[config.mk]
export PLATFORM = sky130hd
export DESIGN_NAME = dma_controller_flat
export DESIGN_NICKNAME = d
export VERILOG_FILES = /design/src/rtl/dma_controller_pkg.sv /design/src/rtl/dma_controller_if.sv /design/src/rtl/dma_controller.sv /design/src/flat_wrapper.sv
export SDC_FILE = /design/constraint.sdc
export NUM_CORES = 1
export LEC_CHECK = 0
export ABC_CLOCK_PERIOD_IN_PS = 2600
export CORE_MARGIN = 2
export CORE_UTILIZATION = 48
export DETAILED_ROUTE_END_ITERATION = 6
export PLACE_DENSITY = 0.81
export SLEW_MARGIN = 20
export SYNTH_ARGS = -nofsm -noshare
export SYNTH_HDL_FRONTEND = slang
export SYNTH_SLANG_ARGS = --single-unit
[constraint.sdc]
create_clock -name clk -period 2.6 [get_ports clk]
set_clock_uncertainty 0.05 [all_clocks]
set_input_delay 0.39 -clock clk [delete_from_list [all_inputs] [get_ports clk]]
set_output_delay 0.39 -clock clk [all_outputs]
set_load 0.1 [all_outputs]
[src/rtl/dma_controller_pkg.sv]
// Shared constants and types for the block-move DMA controller.
// Holds the word/block geometry and the FSM state encodings.
package dma_controller_pkg;

  localparam int WORD_SIZE      = 16;
  localparam int DEVICE_BIT_LEN = 2;
  localparam int BLOCK_WORDS    = 4;
  localparam int BLOCK_BITS     = WORD_SIZE * BLOCK_WORDS;

  localparam logic [DEVICE_BIT_LEN-1:0] DEVICE_IDLE_OFFSET = 2'd3;
  localparam logic [DEVICE_BIT_LEN-1:0] LAST_WORD          = 2'(BLOCK_WORDS - 1);

  typedef logic [BLOCK_WORDS-1:0][WORD_SIZE-1:0] block_t;

  typedef enum logic [2:0] {
    S_IDLE  = 3'd0,
    S_REQ   = 3'd1,
    S_LOAD  = 3'd2,
    S_WRITE = 3'd3,
    S_DONE  = 3'd4
  } state_t;

endpackage

[src/rtl/dma_controller_if.sv]
// CPU command, bus arbitration, device and memory signals of the DMA controller.
// master = controller side, slave = CPU/device/memory side.
interface dma_controller_if;
  import dma_controller_pkg::*;

  logic                      cmd_valid;
  logic [WORD_SIZE-1:0]      cmd_addr;
  logic [DEVICE_BIT_LEN-1:0] cmd_blocks;
  logic                      br;
  logic                      bg;
  logic [DEVICE_BIT_LEN-1:0] dev_offset;
  logic [BLOCK_BITS-1:0]     dev_data;
  logic                      mem_write;
  logic [WORD_SIZE-1:0]      mem_addr;
  logic [WORD_SIZE-1:0]      mem_wdata;
  logic                      mem_ack;
  logic                      busy;
  logic                      done_int;

  modport master (
    input  cmd_valid, cmd_addr, cmd_blocks, bg, dev_data, mem_ack,
    output br, dev_offset, mem_write, mem_addr, mem_wdata, busy, done_int
  );

  modport slave (
    output cmd_valid, cmd_addr, cmd_blocks, bg, dev_data, mem_ack,
    input  br, dev_offset, mem_write, mem_addr, mem_wdata, busy, done_int
  );

endinterface

[src/rtl/dma_controller.sv]
// Moves 1..3 four-word device blocks into memory while holding the CPU bus.
// Outputs are decoded from registered state so reset forces them in the same cycle.
module dma_controller
  import dma_controller_pkg::*;
(
  input  logic             clk,
  input  logic             reset_n,
  dma_controller_if.master bus
);

  state_t                    state_q, state_d;
  logic [WORD_SIZE-1:0]      base_q, base_d;
  logic [DEVICE_BIT_LEN-1:0] nblk_q, nblk_d;
  logic [DEVICE_BIT_LEN-1:0] blk_q, blk_d;
  logic [DEVICE_BIT_LEN-1:0] word_q, word_d;
  block_t                    buf_q, buf_d;

  always_ff @(posedge clk or negedge reset_n) begin
    if (!reset_n) begin
      state_q <= S_IDLE;
      base_q  <= '0;
      nblk_q  <= '0;
      blk_q   <= '0;
      word_q  <= '0;
      buf_q   <= '0;
    end else begin
      state_q <= state_d;
      base_q  <= base_d;
      nblk_q  <= nblk_d;
      blk_q   <= blk_d;
      word_q  <= word_d;
      buf_q   <= buf_d;
    end
  end

  // Every LOAD/WRITE transition is gated by bg, so a dropped grant freezes the transfer.
  always_comb begin
    state_d = state_q;
    base_d  = base_q;
    nblk_d  = nblk_q;
    blk_d   = blk_q;
    word_d  = word_q;
    buf_d   = buf_q;
    case (state_q)
      S_IDLE: begin
        if (bus.cmd_valid && bus.cmd_blocks != '0) begin
          base_d  = bus.cmd_addr;
          nblk_d  = bus.cmd_blocks;
          blk_d   = '0;
          word_d  = '0;
          state_d = S_REQ;
        end
      end
      S_REQ: begin
        if (bus.bg) state_d = S_LOAD;
      end
      S_LOAD: begin
        if (bus.bg) begin
          buf_d   = bus.dev_data;
          state_d = S_WRITE;
        end
      end
      S_WRITE: begin
        if (bus.bg && bus.mem_ack) begin
          word_d = word_q + 1'b1;
          if (word_q == LAST_WORD) begin
            if (blk_q == nblk_q - 1'b1) begin
              state_d = S_DONE;
            end else begin
              blk_d   = blk_q + 1'b1;
              state_d = S_LOAD;
            end
          end
        end
      end
      S_DONE:  state_d = S_IDLE;
      default: state_d = S_IDLE;
    endcase
  end

  assign bus.br         = (state_q == S_REQ) || (state_q == S_LOAD) || (state_q == S_WRITE);
  assign bus.busy       = (state_q != S_IDLE);
  assign bus.done_int   = (state_q == S_DONE);
  assign bus.dev_offset = ((state_q == S_LOAD) || (state_q == S_WRITE)) ? blk_q : DEVICE_IDLE_OFFSET;
  assign bus.mem_write  = (state_q == S_WRITE) && bus.bg;
  // {block, word} is exactly 4*block + word; the 16-bit add wraps naturally.
  assign bus.mem_addr   = base_q + WORD_SIZE'({blk_q, word_q});
  assign bus.mem_wdata  = buf_q[word_q];

endmodule

[src/flat_wrapper.sv]
// flat-port wrapper written by rule: the top's interface ports become plain ports
module dma_controller_flat import dma_controller_pkg::*;
  (clk, reset_n, bus_cmd_valid, bus_cmd_addr, bus_cmd_blocks, bus_bg, bus_dev_data, bus_mem_ack, bus_br, bus_dev_offset, bus_mem_write, bus_mem_addr, bus_mem_wdata, bus_busy, bus_done_int);
  dma_controller_if bus_i ();
  input  logic clk;
  input  logic reset_n;
  input wire logic [$bits(bus_i.cmd_valid)-1:0] bus_cmd_valid;
  input wire logic [$bits(bus_i.cmd_addr)-1:0] bus_cmd_addr;
  input wire logic [$bits(bus_i.cmd_blocks)-1:0] bus_cmd_blocks;
  input wire logic [$bits(bus_i.bg)-1:0] bus_bg;
  input wire logic [$bits(bus_i.dev_data)-1:0] bus_dev_data;
  input wire logic [$bits(bus_i.mem_ack)-1:0] bus_mem_ack;
  output wire logic [$bits(bus_i.br)-1:0] bus_br;
  output wire logic [$bits(bus_i.dev_offset)-1:0] bus_dev_offset;
  output wire logic [$bits(bus_i.mem_write)-1:0] bus_mem_write;
  output wire logic [$bits(bus_i.mem_addr)-1:0] bus_mem_addr;
  output wire logic [$bits(bus_i.mem_wdata)-1:0] bus_mem_wdata;
  output wire logic [$bits(bus_i.busy)-1:0] bus_busy;
  output wire logic [$bits(bus_i.done_int)-1:0] bus_done_int;
  assign bus_i.cmd_valid = bus_cmd_valid;
  assign bus_i.cmd_addr = bus_cmd_addr;
  assign bus_i.cmd_blocks = bus_cmd_blocks;
  assign bus_i.bg = bus_bg;
  assign bus_i.dev_data = bus_dev_data;
  assign bus_i.mem_ack = bus_mem_ack;
  assign bus_br = bus_i.br;
  assign bus_dev_offset = bus_i.dev_offset;
  assign bus_mem_write = bus_i.mem_write;
  assign bus_mem_addr = bus_i.mem_addr;
  assign bus_mem_wdata = bus_i.mem_wdata;
  assign bus_busy = bus_i.busy;
  assign bus_done_int = bus_i.done_int;
  dma_controller u_core (.clk(clk), .reset_n(reset_n), .bus(bus_i));
endmodule
Yosys cells after proc, flatten, opt, wreduce, memory -nomap -nowiden
Cells that the tools add are included.
{"block": "word_totals", "word_cells": 58, "reg_bits": 89, "out_inout_bits": 38}
{"block": "op_classes", "n_eq_ne": 12, "addsub": 4, "n_lt_le_gt_ge": 1, "n_reduce_logical": 15, "muxes": 17}
{"operator": "$bmux W16 S2", "n": 1}
{"operator": "$mux W3", "n": 6}
{"operator": "$add A16 B4 Y16", "n": 1}
{"operator": "$mux W16", "n": 1}
{"operator": "$mux W2", "n": 6}
{"operator": "$pmux W3 S4", "n": 1}
{"operator": "$reduce_and A5 Y1", "n": 2}
{"operator": "$pmux W2 S2", "n": 2}
{"operator": "$eq A3 B2 Y1 const B", "n": 2}
{"operator": "$ne A2 B1 Y1 const B", "n": 3}
{"operator": "$ne A2 B2 Y1 const B", "n": 3}
{"operator": "$add A2 B1 Y2 const B", "n": 2}
{"operator": "$reduce_and A2 Y1", "n": 2}
{"operator": "$reduce_bool A2 Y1", "n": 2}
{"operator": "$eq A3 B1 Y1 const B", "n": 1}
{"operator": "$eq A3 B3 Y1 const B", "n": 1}
{"operator": "$logic_and A1 B1 Y1", "n": 3}
{"operator": "$logic_not A3 Y1", "n": 1}
{"operator": "$logic_or A1 B1 Y1", "n": 3}
{"operator": "$lt A2 B3 Y1 const B", "n": 1}
{"operator": "$reduce_and A3 Y1", "n": 1}
{"operator": "$reduce_bool A3 Y1", "n": 1}
{"operator": "$eq A2 B2 Y1", "n": 1}
{"operator": "$eq A2 B2 Y1 const B", "n": 1}
{"operator": "$sub A2 B1 Y2 const B", "n": 1}

Logic depth before layout (Yosys ltp)
Gate-level depths: netlist (run 1).
{"block": "depth", "word_depth": 6, "mapped_depth": 6}

Least setup slack after synthesis (run 1)
OpenSTA, ideal clock, no wires.
{"block": "synth_path", "path_kind": "register to output", "startpoint": "register u_core.word_q[0]", "endpoint": "output port bus_mem_addr[8]", "arrival_ns": 2.995, "path_slack_ns": -0.835, "required_time_ns": 2.160, "stages_incl_launch_ff": 7, "path_cell_list": "dfrtp_1 > ha_1 > fa_1 > a211oi_1 > nor2_1 > and4_1 > xor2_1"}
{"block": "synth_via", "elab_chain_cells": 1}
{"item": "start: declaration", "line_no": "dma_controller.sv:15", "source": "logic [DEVICE_BIT_LEN-1:0] word_q, word_d;"}
{"item": "start signal: assignment", "line_no": "dma_controller.sv:31", "source": "word_q <= word_d;"}
{"item": "$add A16 B4 Y16", "line_no": "dma_controller.sv:87", "source": "assign bus.mem_addr = base_q + WORD_SIZE'({blk_q, word_q});"}
{"item": "end: declaration", "line_no": "flat_wrapper.sv:16", "source": "output wire logic [$bits(bus_i.mem_addr)-1:0] bus_mem_addr;"}
Every way passes these cells.

Worst setup path after layout (run 1)
{"block": "layout_path", "startpoint": "register u_core.word_q[1]", "endpoint": "output port bus_mem_addr[15]"}
The elaborated chain is that of the path after synthesis.

==> results of run 1 <==
cell type report:
cell class                      count  area (µm²)  area share (%)
Clock buffer                       10         128            1.96
Clock inverter                      5        81.3            1.25
Inverter                            2        7.51           0.115
Multi-Input combinational cell    185        2240            34.3
Sequential cell                    89        2230            34.2
Tap cell                          108         135            2.07
Timing Repair Buffer              138        1700            26.1
cell usage in the layout, fill, tap and decap left out, types with 3 or more instances in the layout:
| master | count |
|---|---|
| a21o_1 | 3 |
| a21oi_1 | 4 |
| and3_1 | 4 |
| buf_12 | 35 |
| buf_4 | 15 |
| clkbuf_8 | 9 |
| clkdlybuf4s50_1 | 85 |
| dfrtp_1 | 88 |
| mux2_1 | 4 |
| mux2_2 | 78 |
| mux4_2 | 16 |
| nand2_1 | 4 |
| nand2_2 | 4 |
| nand3b_1 | 3 |
| nor2_1 | 8 |
| o21ai_0 | 3 |
| xnor2_4 | 8 |
worst reg2reg max path, stage by stage, from the launching register on:
cell	delay, ns
dfrtp_1	0.41
buf_4	0.33
ha_1	0.23
nand2_1	0.10
nor4b_1	0.31
a31oi_1	0.10
o21a_1	0.21
cells by family after synthesis:
| kind of cell | count (synthesis) | share of synthesized area (%) |
|---|---|---|
| fa+ha+maj | 6 | 1.93 |
| xor+xnor | 14 | 2.86 |
| simple gates | 46 | 6.60 |
| flops | 89 | 52.0 |
| compound gates | 20 | 3.27 |
| mux | 99 | 30.2 |
| buf+inv | 18 | 3.21 |
stage by stage:
step / area [µm²] / hold WS (ns) / std cells / utilization [%] / setup TNS [ns]
after detailed placement: 6110 / 0.344 / 514 / 70.4 / 0
after global routing: 6510 / 0.468 / 537 / 75.0 / -1.56
final: 6510 / 0.439 / 537 / 75.0 / -0.707
after CTS: 6480 / 0.445 / 536 / 74.7 / -1.11
after floorplan: 4480 / 0.0444 / 292 / - / -0.650
after global placement: 6110 / 0.341 / 514 / 70.4 / 0
worst paths after layout:
kind,from,to,slack (ns)
max in group asynchronous,reset_n,u_core.buf_q[7]$_DFFE_PN0P_,1.35
setup reg to reg,u_core.word_q[1]$_DFFE_PN0P_,u_core.state_q[1]$_DFFE_PN0P_,0.76
hold reg to reg,u_core.buf_q[61]$_DFFE_PN0P_,u_core.buf_q[61]$_DFFE_PN0P_,0.44
hold / removal,u_core.buf_q[61]$_DFFE_PN0P_,u_core.buf_q[61]$_DFFE_PN0P_,0.44
setup / recovery,u_core.word_q[1]$_DFFE_PN0P_,bus_mem_addr[15],-0.13
min in group asynchronous,reset_n,u_core.buf_q[33]$_DFFE_PN0P_,0.49
metal layers:
layer  part of all wire [%]  vias up
li1                       -     1339
met1                     40     1494
met2                     53       90
met3                    6.4       10
met4                   0.88        0
met5                      0        -
timing repair:
| item | CTS | global route |
|---|---|---|
| endpoints found under the setup margin | 12 | 13 |
| hold buffers | 1 | 0 |
| endpoints found under the hold margin | 37 | 0 |
| buffers inserted | 6 | 1 |
| pin swaps | 9 | 3 |
| gates resized for setup | 22 | 4 |
sequential cells by signal (all words and copies together) (netlist names):
| name | flops |
|---|---|
| u_core.buf_q | 64 |
| u_core.base_q | 16 |
| u_core.state_q | 3 |
| u_core.blk_q | 2 |
| u_core.nblk_q | 2 |
| u_core.word_q | 2 |
==> metrics.md, run 1 <==
| Metric | Value |
|---|---|
| Status | `finished, violations left` |
| Failing checks | `setup timing` |
| Area leader, netlist | `dfrtp_1` |
| First-pass GRT wire length | `16.1 mm` |
| Grt met2 use | `36.4%` |
| Crit Path Class | `reg -> out` |
| Max_cap viols | `0` |
| WL/cell | `18.1 µm` |
| Critical path cell sequence | `ha_1, a21o_1, a221o_2, nand4_1, xnor2_4, buf_12` |
| Fin crit share | `105%` |
| Commonest register cell after synthesis | `dfrtp_1` |
| GRT Total Usage | `21.1%` |
| Post-synth ARST share | `100%` |
| Most numerous cell in the Yosys netlist | `dfrtp_1` |
| GR Overflow Total | `0` |
| Final HPWL DP | `6.94 mm` |
| RSZ-0062 raised after global routing | `true` |
| Post-route minimum period | `2.73 ns` |
| Pre-CTS WS | `0.0327 ns` |
| Sequential-to-total area share from yosys stat | `52.0%` |
| Post-synth EDFFs | `0` |
| Syn Area/Cell | `14.7 µm²` |
| # H-tree levels | `3` |
| Top cells by count, synth | `dfrtp_1, mux2_2, mux4_2` |
| Core Box Area | `8680 µm²` |
| Clk buf depth | `2` |
| Vias | `2933` |
| Iteration-0 DRC Markers | `64` |
| WP data required | `2.16 ns` |
| Detail Route Antenna Nets | `0` |
| Endpoints failing hold | `0` |
| Met1 GRT Util | `25.7%` |
| Number of iterations in the first detailed-routing pass | `4` |
| Yosys reg bits | `89` |
| ANT cells | `0` |
| Levels on crit path | `6` |
| Critical path startpoint category | `register` |
| Worst Hold Class | `reg -> reg` |
| IO buf count | `124` |
| I/O Pins | `125` |
| CP Buf/Inv Count | `1` |
| Initial core utilization | `49.4%` |
| Most used routing layer | `met2` |
| CTS Buf Count | `9` |
| Remaining DRCs | `0` |
| Setup crit end kind | `primary output` |
| Fin nets | `518` |
| Full die area | `9700 µm²` |
| Synth warnings | `0` |
| Slowest-stage cell, CP | `a221o_2` |
| Number of global-route vias before repair | `3257` |
| Synthesized area | `4290 µm²` |
| Post-Syn Instances | `292` |
| Slowest stage delay, CP | `0.43 ns` |
| Synth-to-layout area growth | `51.9%` |
| CP top delay family | `compound AO/OA/AOI/OAI gates` |
| Met3 Usage GRT | `7.09%` |
| Endpoints failing setup | `11` |
| Number of antenna violations at the first check in global routing | `0` |
| Worst slew pin tran | `0.510 ns` |
| Hold depth | `1` |
| Die Ht | `98.5 µm` |
| Reg2reg path depth | `6` |
| Worst Slack Setup Final | `-0.126 ns` |
| Largest net degree at the start of global routing | `65` |
| CTS tree | `built` |
| Vias per Instance | `5.46` |
| Slew headroom | `66.0%` |
| Standard-cell rows | `34` |
| Fillers | `561` |
| Post-synthesis net count | `385` |
| Die Width | `98.5 µm` |
| Synth cell types | `43` |
| Layout cell share with drive strength beyond 1 | `45.0%` |
| Worst skew pair latency | `0.35 ns` |
| WL final | `9.72 mm` |
| Top cells by area, synth | `dfrtp_1, mux2_2, mux4_2, xnor2_1, buf_6` |
| Final Max Slew Viols | `0` |
| Root buf cell | `clkbuf_8` |
| F_max | `367 MHz` |
| Worst-path maximum fanout | `6` |
| Clock transition at path regs | `0.08 ns` |
| Placer Congestion | `0.798` |
| WP data arrival | `2.29 ns` |
| CTS sink cnt | `89` |
| Top-area cell type share of the netlist area | `52.0%` |
Power of run 1 is left out: the tool's default activity adds up to more than one toggle a clock period on the data nets, which glitch-free logic cannot reach.
==> run 2, diff against run 1 <==
--- a/config.mk
+++ b/config.mk
@@ -5,11 +5,13 @@
 export SDC_FILE = /design/constraint.sdc
 export NUM_CORES = 1
 export LEC_CHECK = 0
+export ABC_AREA = 1
 export ABC_CLOCK_PERIOD_IN_PS = 2600
 export CORE_MARGIN = 2
 export CORE_UTILIZATION = 48
 export DETAILED_ROUTE_END_ITERATION = 6
-export PLACE_DENSITY = 0.81
+export GPL_ROUTABILITY_DRIVEN = 0
+export PLACE_DENSITY = 0.8
 export SLEW_MARGIN = 20
 export SYNTH_ARGS = -nofsm -noshare
 export SYNTH_HDL_FRONTEND = slang
==> metrics.md, run 2 <==
| Metric | Value |
|---|---|
| Status | `finished clean` |
| GRT Total Usage | `24.3% (+3.2 points)` |
| WL final | `11.7 mm (+20%)` |
| Met3 Usage GRT | `5.85% (-1.2 points)` |
| Number of global-route vias before repair | `4020 (+23%)` |
| Most used routing layer | `met2` |
| Crit Path Class | `reg -> out` |
| Post-route minimum period | `2.52 ns (-0.206 ns)` |
| Iteration-0 DRC Markers | `145 (+130%)` |
| Top cells by count, synth | `dfrtp_1, nand2_1, mux2_1` |
| Slew headroom | `66.1% (+0.096 points)` |
| Worst Hold Class | `reg -> reg` |
| Number of antenna violations at the first check in global routing | `0 (unchanged)` |
| Placed insts | `683 (+33%)` |
| CTS sink cnt | `89 (unchanged)` |
| Number of iterations in the first detailed-routing pass | `4 (unchanged)` |
| WP data arrival | `2.08 ns (-0.21 ns)` |
| Setup crit end kind | `primary output` |
| Met1 GRT Util | `29.4% (+3.7 points)` |
| IO buf count | `124 (unchanged)` |
| Synth warnings | `0 (unchanged)` |
| Design Area, Final | `6600 µm² (+1.3%)` |
| Post-Syn Instances | `458 (+57%)` |
| Vias | `3780 (+29%)` |
| Top cells by area, synth | `dfrtp_1, mux2_1, nand2_1, nor2_1, o21ai_0` |
| Most numerous cell in the Yosys netlist | `dfrtp_1` |
| Root buf cell | `clkbuf_8` |
| Critical path startpoint category | `register` |
| Layout Cells excl Fill | `704 (+31%)` |
| Fin crit share | `96.9% (-7.9 points)` |
| WL/cell | `16.6 µm (-8.5%)` |
| Remaining DRCs | `0 (unchanged)` |
| Detail Route Antenna Nets | `0 (unchanged)` |
| Clk buf depth | `2 (unchanged)` |
| CTS tree | `built` |
| Initial core utilization | `48.7% (-0.73 points)` |
| Worst-path maximum fanout | `4 (-2)` |
| DP Area | `6300 µm² (+3.0%)` |
| Largest net degree at the start of global routing | `52 (-20%)` |
| ANT cells | `0 (unchanged)` |
| First-pass GRT wire length | `19.1 mm (+19%)` |
| Die Ht | `100 µm (+1.6%)` |
| F_max | `397 MHz (+8.2%)` |
| Most common cell after layout, fill and taps aside | `dfrtp_1` |
| Post-synth EDFFs | `0 (unchanged)` |
| Syn Area/Cell | `9.68 µm² (-34%)` |
| Layout cell share with drive strength beyond 1 | `18.7% (-26 points)` |
| Grt met2 use | `41.9% (+5.5 points)` |
| I/O Pins | `125 (unchanged)` |
| WP data required | `2.16 ns (about the same)` |
| Largest regs | `u_core.buf_q (64), u_core.base_q (16), u_core.state_q (3)` |
| Biggest register | `u_core.buf_q` |
| Area leader, netlist | `dfrtp_1` |
| Endpoints failing hold | `0 (unchanged)` |
| Die Width | `100 µm (+1.6%)` |
| Vias per Instance | `5.37 (-1.7%)` |
| Endpoints failing setup | `0 (-11)` |
| Commonest register cell after synthesis | `dfrtp_1` |
| Fin nets | `681 (+31%)` |
| Final Max Slew Viols | `0 (unchanged)` |
| Final HPWL DP | `8.42 mm (+21%)` |
| # H-tree levels | `3 (unchanged)` |
| Commonest cells after routing, fill and taps aside | `dfrtp_1, clkdlybuf4s50_1, nand2_1, mux2_1, nor2_1` |
| Setup TNS | `0 ns (+0.707 ns)` |
| Sequential-to-total area share from yosys stat | `50.2% (-1.7 points)` |
| Standard-cell rows | `35 (+2.9%)` |
| Max_cap viols | `0 (unchanged)` |
| Yosys reg bits | `89 (unchanged)` |
| Post-synthesis net count | `551 (+43%)` |
| Post-synth ARST share | `100% (unchanged)` |
| Synth-to-layout area growth | `48.8%` |
| Core Box Area | `9110 µm² (+5.0%)` |
| Synth cell types | `27 (-37%)` |
| Synthesized area | `4430 µm² (+3.4%)` |
| Clock transition at path regs | `0.09 ns (about the same)` |
| Full die area | `10000 µm² (+3.3%)` |
| CTS Buf Count | `9 (unchanged)` |
| Worst slew pin tran | `0.509 ns (-0.00145 ns)` |
| GR Overflow Total | `0 (unchanged)` |
| Top-area cell type share of the netlist area | `50.2% (-1.7 points)` |
| Worst skew pair latency | `0.35 ns (about the same)` |
| Max reg flops | `64 (unchanged)` |
| Fillers | `632 (+13%)` |
| Hold_ws | `0.442 ns (+0.00255 ns)` |
## run 2: cell types whose count changed after synthesis, sizes merged, moves of 18 or more
cell	change
nor2	+44
inv	+27
mux2	-18
nand3	+25
o21ai	+33
nand2	+78
## run 2: metrics by stage
step | worst slack [ns] | util [%]
global route | -0.0446 | 72.4
detailed placement | 0.150 | 69.1
global placement | 0.184 | 69.1
finish | 0.0807 | 72.4
floorplan | -0.320 | -
CTS | 0.0150 | 71.8
## run 2: cells by family (layout without fill, tap and decap cells)
group,count (synthesis),count (layout),synth area share (%)
simple gates,183,183,17.7
flops,89,89,50.2
mux,64,64,16.3
compound gates,62,62,7.45
buf+inv,47,182,5.08
xor+xnor,7,7,1.38
fa+ha+maj,6,6,1.86
## run 2: layout make-up
class,count,area [µm²],share of cell area [%]
Inverter,29,113,1.71
Clock buffer,10,128,1.93
Timing Repair Buffer,137,1710,25.9
Multi-Input combinational cell,322,2210,33.6
Tap cell,111,139,2.11
Sequential cell,89,2230,33.8
Clock inverter,6,65.1,0.986
## run 2: path summary, 6_finish.rpt
kind / endpoint / slack (ns) / from / cells after the start
min in group asynchronous: u_core.buf_q[11]$_DFFE_PN0P_ / 0.48 / reset_n / 2
worst max register to register: u_core.buf_q[52]$_DFFE_PN0P_ / 0.77 / u_core.state_q[1]$_DFFE_PN0P_ / 5
worst max-delay path: bus_mem_addr[6] / 0.08 / u_core.word_q[0]$_DFFE_PN0P_ / 8
worst min register to register: u_core.base_q[0]$_DFFE_PN0P_ / 0.44 / u_core.base_q[0]$_DFFE_PN0P_ / 2
worst min-delay path: u_core.base_q[0]$_DFFE_PN0P_ / 0.44 / u_core.base_q[0]$_DFFE_PN0P_ / 2
max in group asynchronous: u_core.blk_q[0]$_DFFE_PN0P_ / 1.34 / reset_n / 3
## run 2: metal layers
| layer | part of all wire, % | up-vias |
|---|---|---|
| met1 | 40 | 1837 |
| li1 | - | 1791 |
| met5 | 0 | - |
| met4 | 2.5 | 0 |
| met2 | 51 | 127 |
| met3 | 6.4 | 25 |
## run 2: timing repair
action | CTS | global route
setup endpoints to repair | 10 | 26
hold endpoints to repair | 38 | 0
buffers inserted | 2 | 2
pin swaps | 3 | 3
resized for setup | 9 | 7
hold buffers | 1 | 0
gates cloned | 0 | 0
## run 2: worst max-delay path: stages (launching register included)
cell	delay (ns)
dfrtp_1	0.41
ha_2	0.20
fa_2	0.36
nand3_2	0.10
nand2_4	0.07
nand2_2	0.09
buf_4	0.13
xor2_4	0.17
buf_12	0.19
Power of run 2 is left out for the same reason.
==> RTL change 1, RTL diff (settings of run 1) <==
Change the package constant `DEVICE_BIT_LEN` from 2 to 4.
--- a/src/rtl/dma_controller_pkg.sv
+++ b/src/rtl/dma_controller_pkg.sv
@@ -5,3 +5,3 @@
   localparam int WORD_SIZE      = 16;
-  localparam int DEVICE_BIT_LEN = 2;
+  localparam int DEVICE_BIT_LEN = 4;
   localparam int BLOCK_WORDS    = 4;
Interface: changed (resized bus_cmd_blocks and bus_dev_offset); port bits go from 125 to 129. The function was not compared with the original's and may differ.
==> RTL change 1 against run 1 <==
  * The flow still finishes with violations (negative setup slack)
  * Critical path depth up 4
  * Sequential share of layout area down 1.5 points
  * Largest cell class unchanged
  * Sequential cell count up 6
  * Area after synthesis up 9.6%
  * Routed wire length up 12%
  * Synthesized cell count up 17%
  * Worst setup slack worse by 260 ps
  * Design area up 12%
Power is not shown: default switching activity piles up to over one toggle a cycle in this logic, so the estimate is an artifact.
==> RTL change 1: results (changes against run 1) <==
Parameter                              Value

Clock network
  Post-CTS clock slew at the launch and capture registers of the worst setup and hold paths ... 100 ps (was 80 ps)
  Number of clock sinks ... 95 (was 89)
  Post-CTS setup buffers ... 2 (was 6)

Layout
  FILL cells ... 614 (was 561)
  Non-clock buffer area fraction after layout ... 25.78% (was 26.05%)
  Proportion of layout cells with a drive suffix above 1 ... 46.73% (was 44.99%)
  Final design utilization ... 75.38% (was 75.04%)
  Registers with the most flip-flops ... u_core.buf_q (64), u_core.base_q (16) (was u_core.buf_q (64), u_core.base_q (16), u_core.state_q (3))
  Count of non-CTS buffers in the layout ... 162 (was 138)
  Relative area of clock buffers and inverters in the final design ... 3.134% (was 3.208%)

Routing
  Routed length on met1 ... 4.579 mm (was 3.859 mm)
  Met3 wire len ... 562 um (was 619 um)
  Average routed wire per standard cell ... 17.04 um (was 18.10 um)

Synth
  Biggest area contributors in the synthesized netlist ... sky130_fd_sc_hd__dfrtp_1, sky130_fd_sc_hd__mux2_2, sky130_fd_sc_hd__mux4_2 (unchanged)
  Number of nets produced by synthesis ... 442 (was 385)
  Top post-synthesis cells by count ... sky130_fd_sc_hd__dfrtp_1, sky130_fd_sc_hd__mux2_2, sky130_fd_sc_hd__mux4_2, sky130_fd_sc_hd__xnor2_1, sky130_fd_sc_hd__nand2_1 (was sky130_fd_sc_hd__dfrtp_1, sky130_fd_sc_hd__mux2_2, sky130_fd_sc_hd__mux4_2, sky130_fd_sc_hd__xnor2_1, sky130_fd_sc_hd__nor2_1)

Global route
  Met2 capacity usage during global routing ... 35.21% (was 36.42%)
  Met3 Track Usage GR ... 4.339% (was 7.092%)
  Met1 routing resource usage after global routing ... 26.97% (was 25.70%)
  Vias in the first global route ... 3490 (was 3257)
  Total routing usage reported by global routing ... 21.22% (was 21.12%)
  Largest net degree at the start of global routing ... 45 (was 65)

Outcome
  Violated checks ... negative setup slack (unchanged)
  Result of the run ... finished, violations left (unchanged)

Placement
  Port buffer count ... 128 (was 124)
  Pre-CTS setup slack ... -76.37 ps (was 32.74 ps)
  Routability cong. ... 0.7705 (was 0.7975)
  HPWL reported at the end of detailed placement ... 7.900 mm (was 6.935 mm)
  Total cell area at the placement stage ... 6874 um2 (was 6112 um2)

STA
  Finish-stage setup viols ... 10 (was 11)
  Total Neg Setup Slack ... -3166 ps (was -706.7 ps)
  Measured slew at the worst slew-check pin ... 1060 ps (was 510.4 ps)
  Post-route setup slack ... -383.0 ps (was -125.6 ps)
  Final-layout worst hold slack ... 398.7 ps (was 439.3 ps)

Critical path
  Peak fanout along the critical path ... 5 (was 6)
  Arrival time of the worst setup path ... 2540 ps (was 2290 ps)
  Worst-case register-to-register setup slack ... 340 ps (was 760 ps)
  R2r startpoint ... u_core.word_q[0] (was u_core.word_q[1])
  Count of cells along the worst register-to-register path ... 7 (was 6)

Worst hold path
  Type of the most critical hold path ... input port to asynchronous set/reset pin (was register to register)
## RTL change 1: cells by family after synthesis
logic type	share of synthesized area [%]
adder cells (fa/ha/maj)	3.356
XOR/XNOR	4.289
flip-flops	50.61
AO/OA/AOI/OAI	5.035
AND/OR/NAND/NOR	7.166
multiplexers	27.30
buffers and inverters	2.237
## RTL change 1: worst max-delay path, stage by stage, from the launching register on
cell and delay [ps]:
sky130_fd_sc_hd__dfrtp_1 410, sky130_fd_sc_hd__buf_4 150, sky130_fd_sc_hd__ha_4 260, sky130_fd_sc_hd__a21oi_4 50, sky130_fd_sc_hd__nand4b_1 230, sky130_fd_sc_hd__a21oi_2 180, sky130_fd_sc_hd__o21a_2 250, sky130_fd_sc_hd__o2111ai_2 110
sky130_fd_sc_hd__buf_4 170, sky130_fd_sc_hd__xnor2_4 150, sky130_fd_sc_hd__buf_12 190
==> RTL change 2, RTL diff (settings of run 1) <==
Made on the original files. Encoding of `state_t`: now one-hot (5 bits for 5 states).
--- a/src/rtl/dma_controller_pkg.sv
+++ b/src/rtl/dma_controller_pkg.sv
@@ -14,8 +14,8 @@
 
-  typedef enum logic [2:0] {
-    S_IDLE  = 3'd0,
-    S_REQ   = 3'd1,
-    S_LOAD  = 3'd2,
-    S_WRITE = 3'd3,
-    S_DONE  = 3'd4
+  typedef enum logic [4:0] {
+    S_IDLE  = 5'b00001,
+    S_REQ   = 5'b00010,
+    S_LOAD  = 5'b00100,
+    S_WRITE = 5'b01000,
+    S_DONE  = 5'b10000
   } state_t;
Function: same outputs for any inputs over 10 cycles, from zero or initial values and one cycle with reset_n low; not proved beyond that.
==> RTL change 2 against run 1 <==
  * The flow still finishes with violations (negative setup slack)
  * Critical path depth increased by 1
  * Largest cell class unchanged
  * Cell count increased by 7.3%
  * Area after synthesis increased by 7.1%
  * Utilization decreased by 1.5 points
  * First-iteration DRC count increased by 70%
  * Sequential cell count increased by 2
  * Synthesized cell count increased by 5.5%
  * Worst setup slack improved by 61 ps
  * Design area increased by 4.3%
  * Register-to-register slack got worse by 110 ps
  * Routed wire length increased by 3.9%
==> RTL change 2: results (changes against run 1) <==
Parameter                              Value

Outcome
  Result of the run ... finished, violations left (unchanged)
  Violated checks ... negative setup slack (unchanged)

Placement
  Pre-CTS setup slack ... -59.52 ps (was 32.74 ps)
  HPWL reported at the end of detailed placement ... 7.108 mm (was 6.935 mm)
  Cells after DPL ... 550 (was 514)
  Total cell area at the placement stage ... 6429 um2 (was 6112 um2)

Global route
  Met2 capacity usage during global routing ... 33.10% (was 36.42%)
  Total routing usage reported by global routing ... 20.59% (was 21.12%)
  Met3 Track Usage GR ... 6.901% (was 7.092%)
  Met1 routing resource usage after global routing ... 26.58% (was 25.70%)
  Largest net degree at the start of global routing ... 66 (was 65)
  Global-route wire length before repair ... 16.46 mm (was 16.10 mm)

Routing
  Vias per cell ... 5.278 (was 5.462)
  Routed length on met1 ... 4.204 mm (was 3.859 mm)
  Metal2 WL ... 5.028 mm (was 5.156 mm)
  Pre-Repair DR Iteration Count ... 5 (was 4)

Synth
  Post-synthesis average cell area ... 14.90 um2 (was 14.68 um2)
  Post-synthesis compound-gate area fraction ... 2.889% (was 3.269%)
  Post-synthesis sequential area ratio ... 49.63% (was 51.96%)
  Biggest area contributors in the synthesized netlist ... sky130_fd_sc_hd__dfrtp_1, sky130_fd_sc_hd__mux2_4, sky130_fd_sc_hd__mux2_2 (was sky130_fd_sc_hd__dfrtp_1, sky130_fd_sc_hd__mux2_2, sky130_fd_sc_hd__mux4_2)
  Proportion of synthesized area in mux cells ... 32.84% (was 30.18%)
  Area share of xor/xnor cells in the synthesized design ... 3.243% (was 2.860%)
  Area share of fa/ha/maj cells after synthesis ... 1.799% (was 1.926%)
  Top post-synthesis cells by count ... sky130_fd_sc_hd__dfrtp_1, sky130_fd_sc_hd__mux2_4, sky130_fd_sc_hd__mux2_2, sky130_fd_sc_hd__mux4_2, sky130_fd_sc_hd__xnor2_1 (was sky130_fd_sc_hd__dfrtp_1, sky130_fd_sc_hd__mux2_2, sky130_fd_sc_hd__mux4_2, sky130_fd_sc_hd__xnor2_1, sky130_fd_sc_hd__nor2_1)
  Number of nets produced by synthesis ... 401 (was 385)
  Unique cell type count in the Yosys netlist ... 40 (was 43)

Critical path
  Cell class contributing the biggest share of worst-path delay ... adder cells (was compound AO/OA/AOI/OAI gates)
  CP max stage cell ... sky130_fd_sc_hd__dfrtp_1 (was sky130_fd_sc_hd__a221o_2)
  Slowest Stage Delay on Critical Path ... 400 ps (was 430 ps)
  Arrival time of the worst setup path ... 2220 ps (was 2290 ps)

Layout
  Proportion of layout cells with a drive suffix above 1 ... 43.18% (was 44.99%)
  Layout Nets ... 535 (was 518)
  Final cell count without fillers ... 576 (was 537)

STA
  Post-route setup slack ... -64.95 ps (was -125.6 ps)
  Finish-stage setup viols ... 7 (was 11)
## RTL change 2: cell types whose count changed in the layout (fill, tap and decap cells not counted), moves of 5 or more
cell / delta
sky130_fd_sc_hd__nor2b_1: +5
sky130_fd_sc_hd__mux2_4: +49
sky130_fd_sc_hd__mux2_2: -45
sky130_fd_sc_hd__nand4_1: +5
sky130_fd_sc_hd__nor2_1: -8
## RTL change 2: cell type report
class,count,area (um2)
tap,129,161.4
clock buffer,10,137.6
timing repair buffer,141,1724
clock inverter,6,93.84
sequential,91,2280
inverter,6,22.52
multi-input combinational,193,2374
fill,585,2447
## RTL change 2: where the power goes
group | internal [uW] | switching (uW) | total, uW
clock network | 577 | 519 | 1100
registers | 2030 | 544 | 2570
logic | 2210 | 2740 | 4950
total | 4820 | 3800 | 8620
## RTL change 2: logic make-up (layout without fill, tap and decap cells)
group / count (synthesis) / after routing
DFF: 91 / 91
buffers and inverters: 24 / 163
and+or+nand+nor: 47 / 47
muxes: 102 / 102
xor gates and xnor gates: 17 / 17
AOI/OAI and AO/OA: 21 / 21
adders and majority gates: 6 / 6
## RTL change 2: worst paths after layout
| check | to | slack, ps | cells after the start | from |
|---|---|---|---|---|
| min in group asynchronous | u_core.base_q[14] | 480 | 2 | reset_n |
| setup / recovery | bus_mem_addr[14] | -60 | 7 | u_core.word_q[0] |
| max in group asynchronous | u_core.state_q[0] | 1320 | 3 | reset_n |
| setup reg to reg | u_core.buf_q[16] | 650 | 4 | u_core.state_q[1] |
| hold / removal | u_core.buf_q[22] | 460 | 1 | u_core.buf_q[22] |
| hold reg to reg | u_core.buf_q[22] | 460 | 1 | u_core.buf_q[22] |
## RTL change 2: timing repair
item,CTS,global route
buffers inserted,6,3
hold buffers,1,0
resized for setup,10,1
endpoints found under the setup margin,9,11
pin swaps,3,2
hold endpoints to repair,33,0
